**config.mk**
```make
export PLATFORM = sky130hd
export DESIGN_NAME = crc10_framer
export DESIGN_NICKNAME = d
export VERILOG_FILES = /design/src/rtl/crc10_framer.sv
export SDC_FILE = /design/constraint.sdc
export NUM_CORES = 1
export LEC_CHECK = 0
export CORE_MARGIN = 2
export CORE_UTILIZATION = 45
export DETAILED_ROUTE_END_ITERATION = 7
export DONT_BUFFER_PORTS = 1
export GPL_TIMING_DRIVEN = 0
export PLACE_DENSITY = 0.63
export SLEW_MARGIN = 25
export SYNTH_ARGS = -nofsm -noshare
export SYNTH_HDL_FRONTEND = slang
export SYNTH_SLANG_ARGS = --single-unit
```
**constraint.sdc**
```tcl
create_clock -name Clock -period 1.6 [get_ports Clock]
set_input_delay 0.32 -clock Clock [delete_from_list [all_inputs] [get_ports Clock]]
set_output_delay 0.32 -clock Clock [all_outputs]
set_load 0.1 [all_outputs]
```
**src/rtl/crc10_framer.sv**
```systemverilog
`timescale 1ns/1ps
// -----------------------------------------------------------------------------
// crc10_framer
//
// Frame controller placed in front of a 32-bit-per-clock CRC-10 engine.
// Payload words are forwarded from the input stream to a registered output
// stream while being fed to the engine. After the last payload word of a
// frame the block waits CRC_LAT cycles for the engine result and appends one
// trailer word carrying the CRC. The engine is cleared for one cycle before
// every frame.
//
// Parameters:
//   MAX_WORDS  maximum payload words per frame (1..65535); a frame reaching
//              this length without In_Last is cut and Frame_Err pulses
//   CRC_LAT    engine latency from the last Crc_En edge to a valid Crc_In
//              (1..15)
//
// Configuration macro:
//   CRC10_FRAMER_LEN_EN  when defined, trailer bits [31:16] carry the payload
//                        word count and bit 10 the truncation flag; when
//                        undefined, trailer bits [31:10] are zero.
//
// Ports:
//   Clock, Reset          clock (rising edge), asynchronous active-high reset
//   In_Data/Valid/Last    source stream; In_Ready back-pressure to source
//   Out_Data/Valid/Last   sink stream (registered); Out_Ready from sink
//   Crc_Data, Crc_En      engine data and enable (combinational)
//   Crc_Clr               engine clear (registered)
//   Crc_In                engine CRC result
//   Frame_Err             one-cycle pulse on a truncated frame
// -----------------------------------------------------------------------------
module crc10_framer #(
  parameter int MAX_WORDS = 256,
  parameter int CRC_LAT   = 1
) (
  input  logic        Clock,
  input  logic        Reset,
  input  logic [31:0] In_Data,
  input  logic        In_Valid,
  input  logic        In_Last,
  output logic        In_Ready,
  output logic [31:0] Out_Data,
  output logic        Out_Valid,
  output logic        Out_Last,
  input  logic        Out_Ready,
  output logic [31:0] Crc_Data,
  output logic        Crc_En,
  output logic        Crc_Clr,
  input  logic [9:0]  Crc_In,
  output logic        Frame_Err
);

`ifdef CRC10_FRAMER_LEN_EN
  // Count is reported in the trailer, so it needs the full 16-bit field.
  localparam int CNT_W = 16;
`else
  localparam int CNT_W = $clog2(MAX_WORDS + 1);
`endif
  localparam int WAIT_W = 4;
  localparam logic [CNT_W-1:0]  MAX_CNT = CNT_W'(MAX_WORDS);
  localparam logic [WAIT_W-1:0] LAT_LD  = WAIT_W'(CRC_LAT);

  typedef enum logic [1:0] {
    S_CLEAR    = 2'd0,
    S_PAYLOAD  = 2'd1,
    S_WAIT_CRC = 2'd2,
    S_TRAILER  = 2'd3
  } state_t;

  state_t             r_state;
  state_t             w_state_n;

  logic [31:0]        r_out_data_p1;
  logic               r_out_vld_p1;
  logic               r_out_last_p1;
  logic               r_crc_clr;
  logic               r_frame_err;
  logic [CNT_W-1:0]   r_count;
  logic [WAIT_W-1:0]  r_wait;
`ifdef CRC10_FRAMER_LEN_EN
  logic               r_trunc;
`endif

  logic               w_out_free;
  logic               w_in_ready;
  logic               w_accept;
  logic               w_at_max;
  logic               w_frame_end;
  logic               w_trunc;
  logic               w_trailer_go;
  logic [CNT_W-1:0]   w_count_inc;
  logic [WAIT_W-1:0]  w_wait_dec;
  logic [31:0]        w_trailer;

`ifdef CRC10_FRAMER_LEN_EN
  function automatic logic [31:0] f_trailer(input logic [9:0]  crc,
                                            input logic [15:0] cnt,
                                            input logic        trunc);
    return {cnt, 5'b0, trunc, crc};
  endfunction
`else
  function automatic logic [31:0] f_trailer(input logic [9:0] crc);
    return {22'b0, crc};
  endfunction
`endif

  // The output register can take a new word when empty or being drained.
  assign w_out_free  = !r_out_vld_p1 | Out_Ready;
  assign w_count_inc = r_count + 1'b1;
  assign w_at_max    = (w_count_inc == MAX_CNT);
  assign w_wait_dec  = r_wait - 1'b1;

`ifdef CRC10_FRAMER_LEN_EN
  assign w_trailer = f_trailer(Crc_In, r_count, r_trunc);
`else
  assign w_trailer = f_trailer(Crc_In);
`endif

  always_comb begin
    w_state_n    = r_state;
    w_in_ready   = 1'b0;
    w_frame_end  = 1'b0;
    w_trunc      = 1'b0;
    w_trailer_go = 1'b0;
    case (r_state)
      S_CLEAR: begin
        w_state_n = S_PAYLOAD;
      end
      S_PAYLOAD: begin
        w_in_ready = w_out_free;
        if (In_Valid && w_out_free && (In_Last || w_at_max)) begin
          w_frame_end = 1'b1;
          w_trunc     = !In_Last;
          w_state_n   = S_WAIT_CRC;
        end
      end
      S_WAIT_CRC: begin
        // Leave after CRC_LAT cycles so Crc_In is sampled at the edge
        // CRC_LAT+1 after the last enable.
        if (w_wait_dec == '0) begin
          w_state_n = S_TRAILER;
        end
      end
      S_TRAILER: begin
        if (w_out_free) begin
          w_trailer_go = 1'b1;
          w_state_n    = S_CLEAR;
        end
      end
      default: begin
        w_state_n = S_CLEAR;
      end
    endcase
  end

  assign w_accept = In_Valid & w_in_ready;

  always_ff @(posedge Clock or posedge Reset) begin
    if (Reset) begin
      r_state <= S_CLEAR;
    end else begin
      r_state <= w_state_n;
    end
  end

  // Engine clear mirrors the CLEAR state one-for-one, so it can never
  // coincide with an accepted word.
  always_ff @(posedge Clock or posedge Reset) begin
    if (Reset) begin
      r_crc_clr   <= 1'b1;
      r_frame_err <= 1'b0;
    end else begin
      r_crc_clr   <= (w_state_n == S_CLEAR);
      r_frame_err <= w_trunc;
    end
  end

  // Counters: word count holds through WAIT_CRC/TRAILER for the trailer.
  always_ff @(posedge Clock or posedge Reset) begin
    if (Reset) begin
      r_count <= '0;
      r_wait  <= '0;
    end else begin
      if (w_trailer_go) begin
        r_count <= '0;
      end else if (w_accept) begin
        r_count <= w_count_inc;
      end
      if (w_frame_end) begin
        r_wait <= LAT_LD;
      end else if (r_state == S_WAIT_CRC) begin
        r_wait <= w_wait_dec;
      end
    end
  end

`ifdef CRC10_FRAMER_LEN_EN
  always_ff @(posedge Clock or posedge Reset) begin
    if (Reset) begin
      r_trunc <= 1'b0;
    end else if (w_trunc) begin
      r_trunc <= 1'b1;
    end else if (w_trailer_go) begin
      r_trunc <= 1'b0;
    end
  end
`endif

  // ---- stage p1: output register (payload or trailer) ----
  always_ff @(posedge Clock or posedge Reset) begin
    if (Reset) begin
      r_out_data_p1 <= '0;
      r_out_vld_p1  <= 1'b0;
      r_out_last_p1 <= 1'b0;
    end else if (w_accept) begin
      r_out_data_p1 <= In_Data;
      r_out_vld_p1  <= 1'b1;
      r_out_last_p1 <= 1'b0;
    end else if (w_trailer_go) begin
      r_out_data_p1 <= w_trailer;
      r_out_vld_p1  <= 1'b1;
      r_out_last_p1 <= 1'b1;
    end else if (Out_Ready) begin
      r_out_vld_p1  <= 1'b0;
      r_out_last_p1 <= 1'b0;
    end
  end

  assign In_Ready  = w_in_ready;
  assign Out_Data  = r_out_data_p1;
  assign Out_Valid = r_out_vld_p1;
  assign Out_Last  = r_out_last_p1;
  assign Crc_Data  = In_Data;
  assign Crc_En    = w_accept;
  assign Crc_Clr   = r_crc_clr;
  assign Frame_Err = r_frame_err;

endmodule

```
==> results.rst <==
.. list-table::
   :header-rows: 1

   * - Metric
     - Value
   * - Final Hold Viols
     - 0
   * - Fraction of layout instances using a drive strength above 1
     - 60.6%
   * - Setup violators final
     - 47
   * - Setup TNS
     - -8.86 ns
   * - Total overflow reported by the global router
     - 0
   * - First drt pass iteration count
     - 4
   * - Standard cell with the maximum stage delay on the critical path
     - sky130_fd_sc_hd__dfrtp_4
   * - Clock H-tree levels
     - 2
   * - Initial cell density of the core
     - 47.3%
   * - Layout overhead on the synthesized area
     - 44.0%
   * - Post-route fraction of the period consumed by the critical path
     - 125%
   * - Final Instance Area
     - 3800 um2
   * - Total track usage
     - 20.7%
   * - # Max-Cap Violations
     - 0
   * - Starting DRC count in detailed routing
     - 118
   * - Clock tree from TritonCTS
     - yes
   * - Net count of the finished layout
     - 379
   * - Crit start category
     - flip-flop
   * - RSZ-0062 raised after global routing
     - true
   * - Clock latency reported for the late side of the worst-skew pair
     - 0.31 ns
   * - HP Class
     - input pin to flip-flop
   * - Final-report max-slew violation count
     - 0
   * - Placement-stage cell area
     - 2770 um2
   * - Commonest cells after routing, fill and taps aside
     - sky130_fd_sc_hd__buf_4 (46), sky130_fd_sc_hd__dfrtp_2 (30), sky130_fd_sc_hd__nand2_1 (26), sky130_fd_sc_hd__nand2_2 (23), sky130_fd_sc_hd__dfrtp_1 (19)
   * - Category of the critical setup timing path
     - flip-flop to output port
   * - DRC Markers
     - 0
   * - Half-perimeter wire length of the detailed placement result
     - 3990 um
   * - Number of different library cells in the post-synthesis netlist
     - 37
   * - Maximum number of pins on one net before global-route repair
     - 52
   * - Setup ws final
     - -0.408 ns
   * - Detailed-route via count
     - 2211
   * - Most common cell after layout, fill and taps aside
     - sky130_fd_sc_hd__buf_4
   * - CP Data Required Time
     - 1.28 ns
   * - Cell area after technology mapping
     - 2640 um2
   * - Number of antenna-violating nets in the routed design
     - 0
   * - Longest Clk Path Bufs
     - 2
   * - Wirelength, routed
     - 7150 um
   * - Part of the Yosys area used for sequential elements
     - 48.4%
   * - I/O pin count
     - 117
   * - Number of antenna violations at the first check in global routing
     - 0
   * - Arrival time worst endpoint
     - 1.69 ns
   * - Shortest period the worst path allows
     - 2.01 ns
   * - Critical Path End Type
     - output port
   * - Inserted Clock Buffers
     - 5
   * - Vias per inst
     - 5.50
   * - Average cell area after synthesis
     - 9.16 um2
   * - IO Port Bufs
     - 0
   * - Sequence of cells on the critical path
     - nand2b_4 > nand2_8 > nor2_4
   * - Headroom to the max-slew limit
     - 38.7%
   * - Worst Max-Slew Pin Slew
     - 0.919 ns
   * - CP max FO
     - 3
   * - Wire length of the first global-routing pass
     - 10400 um
   * - Vias in the first global route
     - 2190
   * - Synthesized instance count
     - 288
   * - Run status
     - finished with violations
   * - Antenna Cells
     - 0
   * - Routability cong.
     - 0.720
   * - Number of clock sinks seen by CTS
     - 51
   * - Net count of the mapped netlist
     - 338
   * - Worst clock skew
     - 0.00517 ns
   * - Routed WL per cell
     - 17.8 um
   * - Chip width
     - 80.6 um
   * - Synth warnings
     - 0
   * - Placeable core area
     - 5570 um2
   * - Post-synthesis sequential element count
     - 51
   * - Fmax achieved
     - 0.498 GHz
   * - Clock root buffer master
     - sky130_fd_sc_hd__clkbuf_8
   * - Chip Height
     - 80.6 um
   * - Total Die Area
     - 6490 um2
   * - Number of rows created at floorplan
     - 27
   * - Clock-pin slew on the worst setup and hold paths
     - 0.09 ns
   * - Failing checks
     - setup timing
   * - Crit-path max cell delay
     - 0.64 ns
## sequential cells by signal, indices dropped and copies added, names as in the netlist
register / count
r_wait: 4
Crc_Clr: 1
Frame_Err: 1
r_state: 2
Out_Valid: 1
Out_Last: 1
Out_Data: 32
r_count: 9
## cell usage after synthesis, drive strengths merged
| master | instances | area share, % |
|---|---|---|
| a211o | 1 | 0.33 |
| a21o | 2 | 0.57 |
| a21oi | 8 | 1.5 |
| a22o | 3 | 1.0 |
| a22oi | 5 | 1.4 |
| a31o | 1 | 0.33 |
| a31oi | 7 | 1.7 |
| and2 | 2 | 0.47 |
| and3 | 3 | 0.90 |
| and4 | 1 | 0.33 |
| buf | 44 | 12 |
| clkbuf | 4 | 0.57 |
| dfrtp | 50 | 47 |
| dfstp | 1 | 1.0 |
| ha | 3 | 1.4 |
| inv | 5 | 0.71 |
| mux2 | 1 | 0.43 |
| mux2i | 8 | 3.0 |
| nand2 | 61 | 8.7 |
| nand2b | 3 | 0.71 |
| nand3 | 29 | 5.7 |
| nand3b | 1 | 0.28 |
| nand4 | 1 | 0.24 |
| nor2 | 7 | 1.0 |
| nor2b | 7 | 1.7 |
| nor3 | 3 | 0.57 |
| nor3b | 1 | 0.28 |
| nor4 | 1 | 0.24 |
| nor4b | 1 | 0.33 |
| o211ai | 1 | 0.28 |
| o21ai | 16 | 3.0 |
| o21bai | 2 | 0.57 |
| xnor2 | 4 | 1.3 |
| xor2 | 1 | 0.33 |
## logic make-up after synthesis
family          after synthesis  share of synthesized area [%]
compound gates               46                           10.7
xor+xnor                      5                           1.66
fa+ha+maj                     3                           1.42
buf+inv                      53                           12.9
flops                        51                           48.4
mux                           9                           3.46
simple gates                121                           21.4
## metal layers
metal  track usage, %  share of wire, %
met4             5.08              0.94
met3             5.84               7.5
met5                0                 0
met2             34.5                51
met1             26.5                40
## final cells by class
cell class | instances | area, um2
clock inverter | 2 | 12.5
sequential | 51 | 1320
timing repair buffer | 37 | 463
multi-input combinational | 184 | 1420
fill | 402 | 1780
buffer | 45 | 399
tap | 72 | 90.1
inverter | 5 | 25.0
clock buffer | 6 | 72.6
## worst max-delay path: cells and delay by family, from the launching register on
| kind | cells | cell delay, ns |
|---|---|---|
| DFF | 1 | 0.64 |
| and+or+nand+nor | 3 | 0.73 |
## per-stage QoR
step / utilization (%) / hold WS [ns] / setup slack, ns / instances
after detailed placement: 49.7 / 0.332 / -0.231 / 360
after global routing: 68.1 / 0.0545 / -0.447 / 402
after floorplan: - / 0.392 / -0.0951 / 288
after CTS: 60.5 / 0.0541 / -0.410 / 390
after global placement: 49.6 / 0.399 / -0.745 / 360
final: 68.1 / 0.0588 / -0.408 / 402
## path summary, 6_finish.rpt
path,start,to,slack (ns),depth (start not counted)
min in group asynchronous,Reset,Out_Data[16],0.58,2
worst min register to register,r_count[6],r_count[6],0.56,1
worst max-delay path,Out_Valid,In_Ready,-0.41,3
worst min-delay path,In_Last,Frame_Err,0.06,1
max in group asynchronous,Reset,Out_Valid,0.53,2
worst max register to register,Out_Valid,r_count[4],-0.26,10
## repair_timing
| action | in CTS | in global routing |
|---|---|---|
| pin swaps | 27 | 34 |
| hold endpoints to repair | 50 | 0 |
| setup buffers | 18 | 20 |
| cloned | 5 | 1 |
| hold buffers | 1 | 0 |
| resized for setup | 70 | 116 |
| endpoints found under the setup margin | 51 | 75 |
Power is left out: the tool's default activity adds up to more than one toggle a clock period on the data nets, which glitch-free logic cannot reach.
